File: src/rtl/button_debouncer_if.sv
// rtl/button_debouncer_if.sv - raw button pins in, debounced levels and edge pulses out
interface button_debouncer_if #(
    parameter int N_BTN = 2
);
    logic [N_BTN-1:0] btn_n;
    logic [N_BTN-1:0] btn_level;
    logic [N_BTN-1:0] btn_press;
    logic [N_BTN-1:0] btn_release;

    modport master (
        output btn_n,
        input  btn_level,
        input  btn_press,
        input  btn_release
    );

    modport slave (
        input  btn_n,
        output btn_level,
        output btn_press,
        output btn_release
    );
endinterface

File: src/rtl/button_debouncer.sv
// rtl/button_debouncer.sv - per-channel 2-flop synchronizer, stability counter and press/release pulses
module button_debouncer #(
    parameter int N_BTN           = 2,
    parameter int DEBOUNCE_CYCLES = 500000
) (
    input  logic               clk,
    input  logic               rst_n,
    button_debouncer_if.slave  bus
);
    localparam int CNT_W = $clog2(DEBOUNCE_CYCLES);
    localparam logic [CNT_W-1:0] CNT_MAX = CNT_W'(DEBOUNCE_CYCLES - 1);

    logic [N_BTN-1:0] s1;
    logic [N_BTN-1:0] s2;
    logic [N_BTN-1:0] cur;
    logic [N_BTN-1:0] level_q;
    logic [N_BTN-1:0] press_q;
    logic [N_BTN-1:0] release_q;
    logic [CNT_W-1:0] cnt [N_BTN];

    // Pins are active-low; everything past the synchronizer works active-high.
    assign cur = ~s2;

    always_ff @(posedge clk) begin
        if (!rst_n) begin
            s1        <= '1;
            s2        <= '1;
            level_q   <= '0;
            press_q   <= '0;
            release_q <= '0;
            for (int i = 0; i < N_BTN; i++) begin
                cnt[i] <= '0;
            end
        end else begin
            s1 <= bus.btn_n;
            s2 <= s1;
            for (int i = 0; i < N_BTN; i++) begin
                press_q[i]   <= 1'b0;
                release_q[i] <= 1'b0;
                if (cur[i] == level_q[i]) begin
                    cnt[i] <= '0;
                end else if (cnt[i] == CNT_MAX) begin
                    // Disagreement has persisted DEBOUNCE_CYCLES samples: accept it.
                    level_q[i]   <= cur[i];
                    cnt[i]       <= '0;
                    press_q[i]   <= cur[i];
                    release_q[i] <= ~cur[i];
                end else begin
                    cnt[i] <= cnt[i] + 1'b1;
                end
            end
        end
    end

    assign bus.btn_level   = level_q;
    assign bus.btn_press   = press_q;
    assign bus.btn_release = release_q;
endmodule

File: src/flat_wrapper.sv
// flat-port wrapper written by rule: the top's interface ports become plain ports
module button_debouncer_flat 
#(
    parameter int N_BTN           = 2,
    parameter int DEBOUNCE_CYCLES = 500000
)
  (clk, rst_n, bus_btn_n, bus_btn_level, bus_btn_press, bus_btn_release);
  button_debouncer_if #(.N_BTN(N_BTN)) bus_i ();
  input  logic clk;
  input  logic rst_n;
  input wire logic [$bits(bus_i.btn_n)-1:0] bus_btn_n;
  output wire logic [$bits(bus_i.btn_level)-1:0] bus_btn_level;
  output wire logic [$bits(bus_i.btn_press)-1:0] bus_btn_press;
  output wire logic [$bits(bus_i.btn_release)-1:0] bus_btn_release;
  assign bus_i.btn_n = bus_btn_n;
  assign bus_btn_level = bus_i.btn_level;
  assign bus_btn_press = bus_i.btn_press;
  assign bus_btn_release = bus_i.btn_release;
  button_debouncer #(.N_BTN(N_BTN), .DEBOUNCE_CYCLES(DEBOUNCE_CYCLES)) u_core (.clk(clk), .rst_n(rst_n), .bus(bus_i));
endmodule
File: config.mk
export PLATFORM = sky130hd
export DESIGN_NAME = button_debouncer_flat
export DESIGN_NICKNAME = d
export VERILOG_FILES = /design/src/rtl/button_debouncer_if.sv /design/src/rtl/button_debouncer.sv /design/src/flat_wrapper.sv
export SDC_FILE = /design/constraint.sdc
export NUM_CORES = 1
export LEC_CHECK = 0
export CORE_ASPECT_RATIO = 0.8
export CORE_MARGIN = 8
export CORE_UTILIZATION = 45
export CTS_CLUSTER_DIAMETER = 60
export CTS_CLUSTER_SIZE = 40
export DETAILED_ROUTE_END_ITERATION = 10
export PLACE_DENSITY = 0.59
export SYNTH_ARGS = -nofsm -noshare
export SYNTH_HDL_FRONTEND = slang
export SYNTH_SLANG_ARGS = --single-unit
File: constraint.sdc
create_clock -name clk -period 2.7 [get_ports clk]
set_input_delay 0.54 -clock clk [delete_from_list [all_inputs] [get_ports clk]]
set_output_delay 0.54 -clock clk [all_outputs]
set_load 0.02 [all_outputs]
# == Word-level counts from Yosys, hierarchy flattened ==
# Memory sizes are Yosys's and may differ from the RTL's.
# Index checks and enable logic that the tools add are counted.
# Widths: inputs -> output; s select.
# totals
register_bits,10
ram_bits,38
input_bits,4
out_inout_bits,6
elab_cells,62
mem_count,1
# classes
addsub,2
eq_ne,4
n_mux,29
bitwise_logic,14
reduce_logical,4
# mem_list
name,words,width,read_ports,rd_ports_with_merged_regs,wr,line_no,source
u_core.cnt,2,19,2,0,2,button_debouncer.sv:19,logic [CNT_W-1:0] cnt [N_BTN];
# ops
cell,count
$mux 19,6
$add 19x1->19 const B,2
$eq 19x19->1 const B,2
$mux 1,23
$not 1->1,7
$or 1x1->1,6
$reduce_or 3->1,2
$reduce_and 2->1,2
$eq 1x1->1,2
$not 2->2,1

# == Logic depth before layout (Yosys ltp) ==
# depth
depth_word,8
ltp_mapped,6
ltp_nobuf,5

# == Least setup slack after synthesis ==
# Ideal clock, no wire load.
# synth_path
kind,flip-flop to flip-flop
from,memory u_core.cnt[1][5] in the netlist's numbering
to,"memory u_core.cnt[1][10] in the netlist's numbering, data pin"
arrival_ns,1.589
required_time_ns,2.443
setup_slack_ns,0.854
path_stages_with_launch,7
n_path_buf,2
period_less_slack_ns,1.846
path_cell_list,edfxtp_1 > buf_2 > nor4_1 > nand4_1 > o21ai_1 > buf_2 > nor2_1
# synth_lines
element,line_no
start: declaration,button_debouncer.sv:19

==> key figures <==
Clock network
  • TritonCTS Sinks: 48
  • Post-CTS Resized: 0
  • Cts bufs inserted: 5
  • Worst-path clk slew: 0.09 ns
  • CTS max path bufs: 2
  • CTS H-tree lvls: 2
  • # hold bufs at CTS: 0
  • Setup bufs post-CTS: 0
  • Root buf cell: clkbuf_8
  • Clk Latency, worst-skew pair: 0.29 ns
  • CTS tree: yes

Worst setup path
  • Maximum fanout along the worst path: 6
  • Worst EP required: 2.81 ns
  • Crit path launch: u_core.cnt[1][6]$_SDFFCE_PN0P_
  • Reg2reg start: u_core.cnt[1][6]$_SDFFCE_PN0P_
  • Crit path DAT: 2.20 ns
  • CP Launch Type: register
  • CP Class: reg -> reg
  • Crit. End Element: register

Cells and area
  • Final nets: 288
  • Final cell count without fillers: 348
  • FILL cells: 475
  • Finished Cell Area: 0.002854 mm²
  • Diode count: 0
  • P&R area growth vs syn: 17.94%
  • Layout cells sized above 1: 0.07067

Routing
  • Routed length per instance: 12.57 µm
  • DRC violations left: 0
  • Via count: 1,704
  • Pre-Repair DR Iteration Count: 4
  • Final ANT Viol Nets: 0
  • Detailed Route WL: 4373 µm
  • Drt via density: 4.897
  • Iteration-0 DRC Markers: 118

Synth
  • Synthesized flop and latch total: 48
  • Synth Instances: 228
  • Synth cell types: 35
  • Post-Syn Area: 0.002420 mm²
  • Syn avg cell area: 10.61 µm²
  • Synth area leader: edfxtp_1
  • Post-synth top area share: 0.4716
  • Total number of yosys warnings: 0
  • Main area contributors after synthesis: edfxtp_1, dfxtp_1, xnor2_1
  • Register area share after synthesis: 0.5543

Placed design
  • Placement Setup Slack: 0.6658 ns
  • Hpwl dp: 3157 µm
  • GP Congestion: 0.7924
  • Placed Area: 0.002749 mm²
  • Port Buffer Count: 9
  • Post-Place Cells: 340

STA
  • Setup tns final: 0 ns
  • Endpoints failing hold: 0
  • Max Fclk: 0.4786 GHz
  • Setup violators final: 0
  • Unrepaired setup endpoints after global routing: false
  • Slack of the critical path: 0.6108 ns
  • Pins Over Slew Limit: 0
  • Period utilization: 0.7738
  • Fin crit period: 2.089 ns
  • Worst slew margin: 0.5016
  • Worst Skew: 0.005614 ns
  • Worst Tran Pin Value: 0.7407 ns

Hold path
  • Worst hold start: u_core.s1[0]$_SDFF_PN1_
  • Hold Path Class: reg -> reg

GRT
  • All-Layer GR Usage: 0.1174
  • First-pass GRT wire length: 7438 µm
  • Initial antenna violation count: 0
  • Largest net degree at the start of global routing: 17
  • Number of global-route vias before repair: 1,559
  • Total congestion overflow: 0

Power
  • Total Power: 1.399 mW
  • P per Cell Area: 490.3 mW/mm²
  • Peak VDD IR: 0.2449 mV
  • Leakage: 0.9882 nW

Floorplan
  • Core ar.: 0.005315 mm²
  • Starting Density: 0.4553
  • Num ports: 10
  • FP Rows: 24
  • Die area: 0.007995 mm²
  • Die height: 81.59 µm
  • Die W: 97.99 µm

Status
  • Status: completed

Job
  • Max-Cap Viols: 0
==> state kept, by name, indices dropped and copies added (netlist names) <==
register and cells:
u_core.bus.btn_level 2, u_core.bus.btn_press 2, u_core.bus.btn_release 2, u_core.cnt 38, u_core.s1 2, u_core.s2 2
==> routing by layer <==
| layer | vias to the layer above | track usage | routed length, µm |
|---|---|---|---|
| met5 | - | 0 | 0 |
| met4 | 0 | 0.04186 | 28 |
| met3 | 2 | 0.03726 | 228 |
| met2 | 26 | 0.1596 | 1609 |
| met1 | 783 | 0.1693 | 2507 |
| li1 | 893 | - | - |
==> synthesized netlist by cell type <==
cell,number
nor2_1,41
edfxtp_1,38
xnor2_1,21
nand2_1,15
nand3_1,11
nand4_1,11
dfxtp_1,10
nor4_1,10
xor2_1,8
nor3_1,7
inv_1,6
and3_1,5
o21ai_0,5
a21oi_1,4
nand2b_1,4
and2_1,3
and4_1,3
buf_2,3
nor4b_1,3
a21o_1,2
ha_1,2
o21ba_2,2
or3_1,2
a31o_2,1
and3b_1,1
and4bb_2,1
clkbuf_1,1
conb_1,1
nand3_2,1
nand4_4,1
nor4bb_1,1
o21a_1,1
o21ai_1,1
o21bai_1,1
or4_4,1
==> cells in the final DEF, fill, tap and decap left out, drive strengths merged, types with 8 or more instances in the layout <==
cell type,n
nand4,12
xor2,8
nand2,15
clkdlybuf4s50,9
dfxtp,10
nand3,12
xnor2,21
edfxtp,38
conb,38
nor2,41
nor4,10
==> final timing paths <==
path	endpoint	slack [ns]	depth (start not counted)
max reg2reg	u_core.cnt[1][17]$_SDFFCE_PN0P_	0.61	4
min reg2reg	u_core.s2[0]$_SDFF_PN1_	0.41	1
min	u_core.s2[0]$_SDFF_PN1_	0.41	1
max	u_core.cnt[1][17]$_SDFFCE_PN0P_	0.61	4
==> report_power, final <==
group | internal (mW) | total (mW) | switching (mW)
Sequential | 0.824 | 0.857 | 0.0338
Combinational | 0.0298 | 0.0641 | 0.0343
Clock | 0.238 | 0.478 | 0.240
Total | 1.09 | 1.40 | 0.308
==> cell type report <==
type / instances / area, µm² / area share
Clock buffer: 6 / 93.84 / 0.03288
Timing Repair Buffer: 14 / 127.6 / 0.04472
Multi-Input combinational cell: 207 / 1176 / 0.4121
Inverter: 6 / 22.52 / 0.007891
Tap cell: 65 / 81.33 / 0.02850
Clock inverter: 2 / 11.26 / 0.003946
Sequential cell: 48 / 1341 / 0.4700
==> critical path, cell delays in order (launching register included) <==
cell      delay, ns
edfxtp_1       0.50
nand4_1        0.29
nor4_1         0.73
nor2_1         0.08
nor4b_1        0.31
==> cell families (layout without fill, tap and decap cells) <==
group / count (synthesis) / after routing / synth area share
buffers and inverters: 10 / 28 / 0.01706
flip-flops: 48 / 48 / 0.5543
XOR/XNOR: 29 / 29 / 0.1050
other: 1 / 38 / 0.001550
adder cells (fa/ha/maj): 2 / 2 / 0.01034
AO/OA/AOI/OAI: 17 / 17 / 0.04498
AND/OR/NAND/NOR: 121 / 121 / 0.2668
==> metrics by stage <==
| step | util | hold WS, ns |
|---|---|---|
| 6_report | 0.5370 | 0.4141 |
| 5_1_grt | 0.5370 | 0.4378 |
| 4_1_cts | 0.5370 | 0.4157 |
| 3_5_place_dp | 0.5172 | 0.3972 |
| 3_3_place_gp | 0.5172 | 0.3919 |
| 2_1_floorplan | - | 0.3863 |
Power figures use the tool's default switching activity.
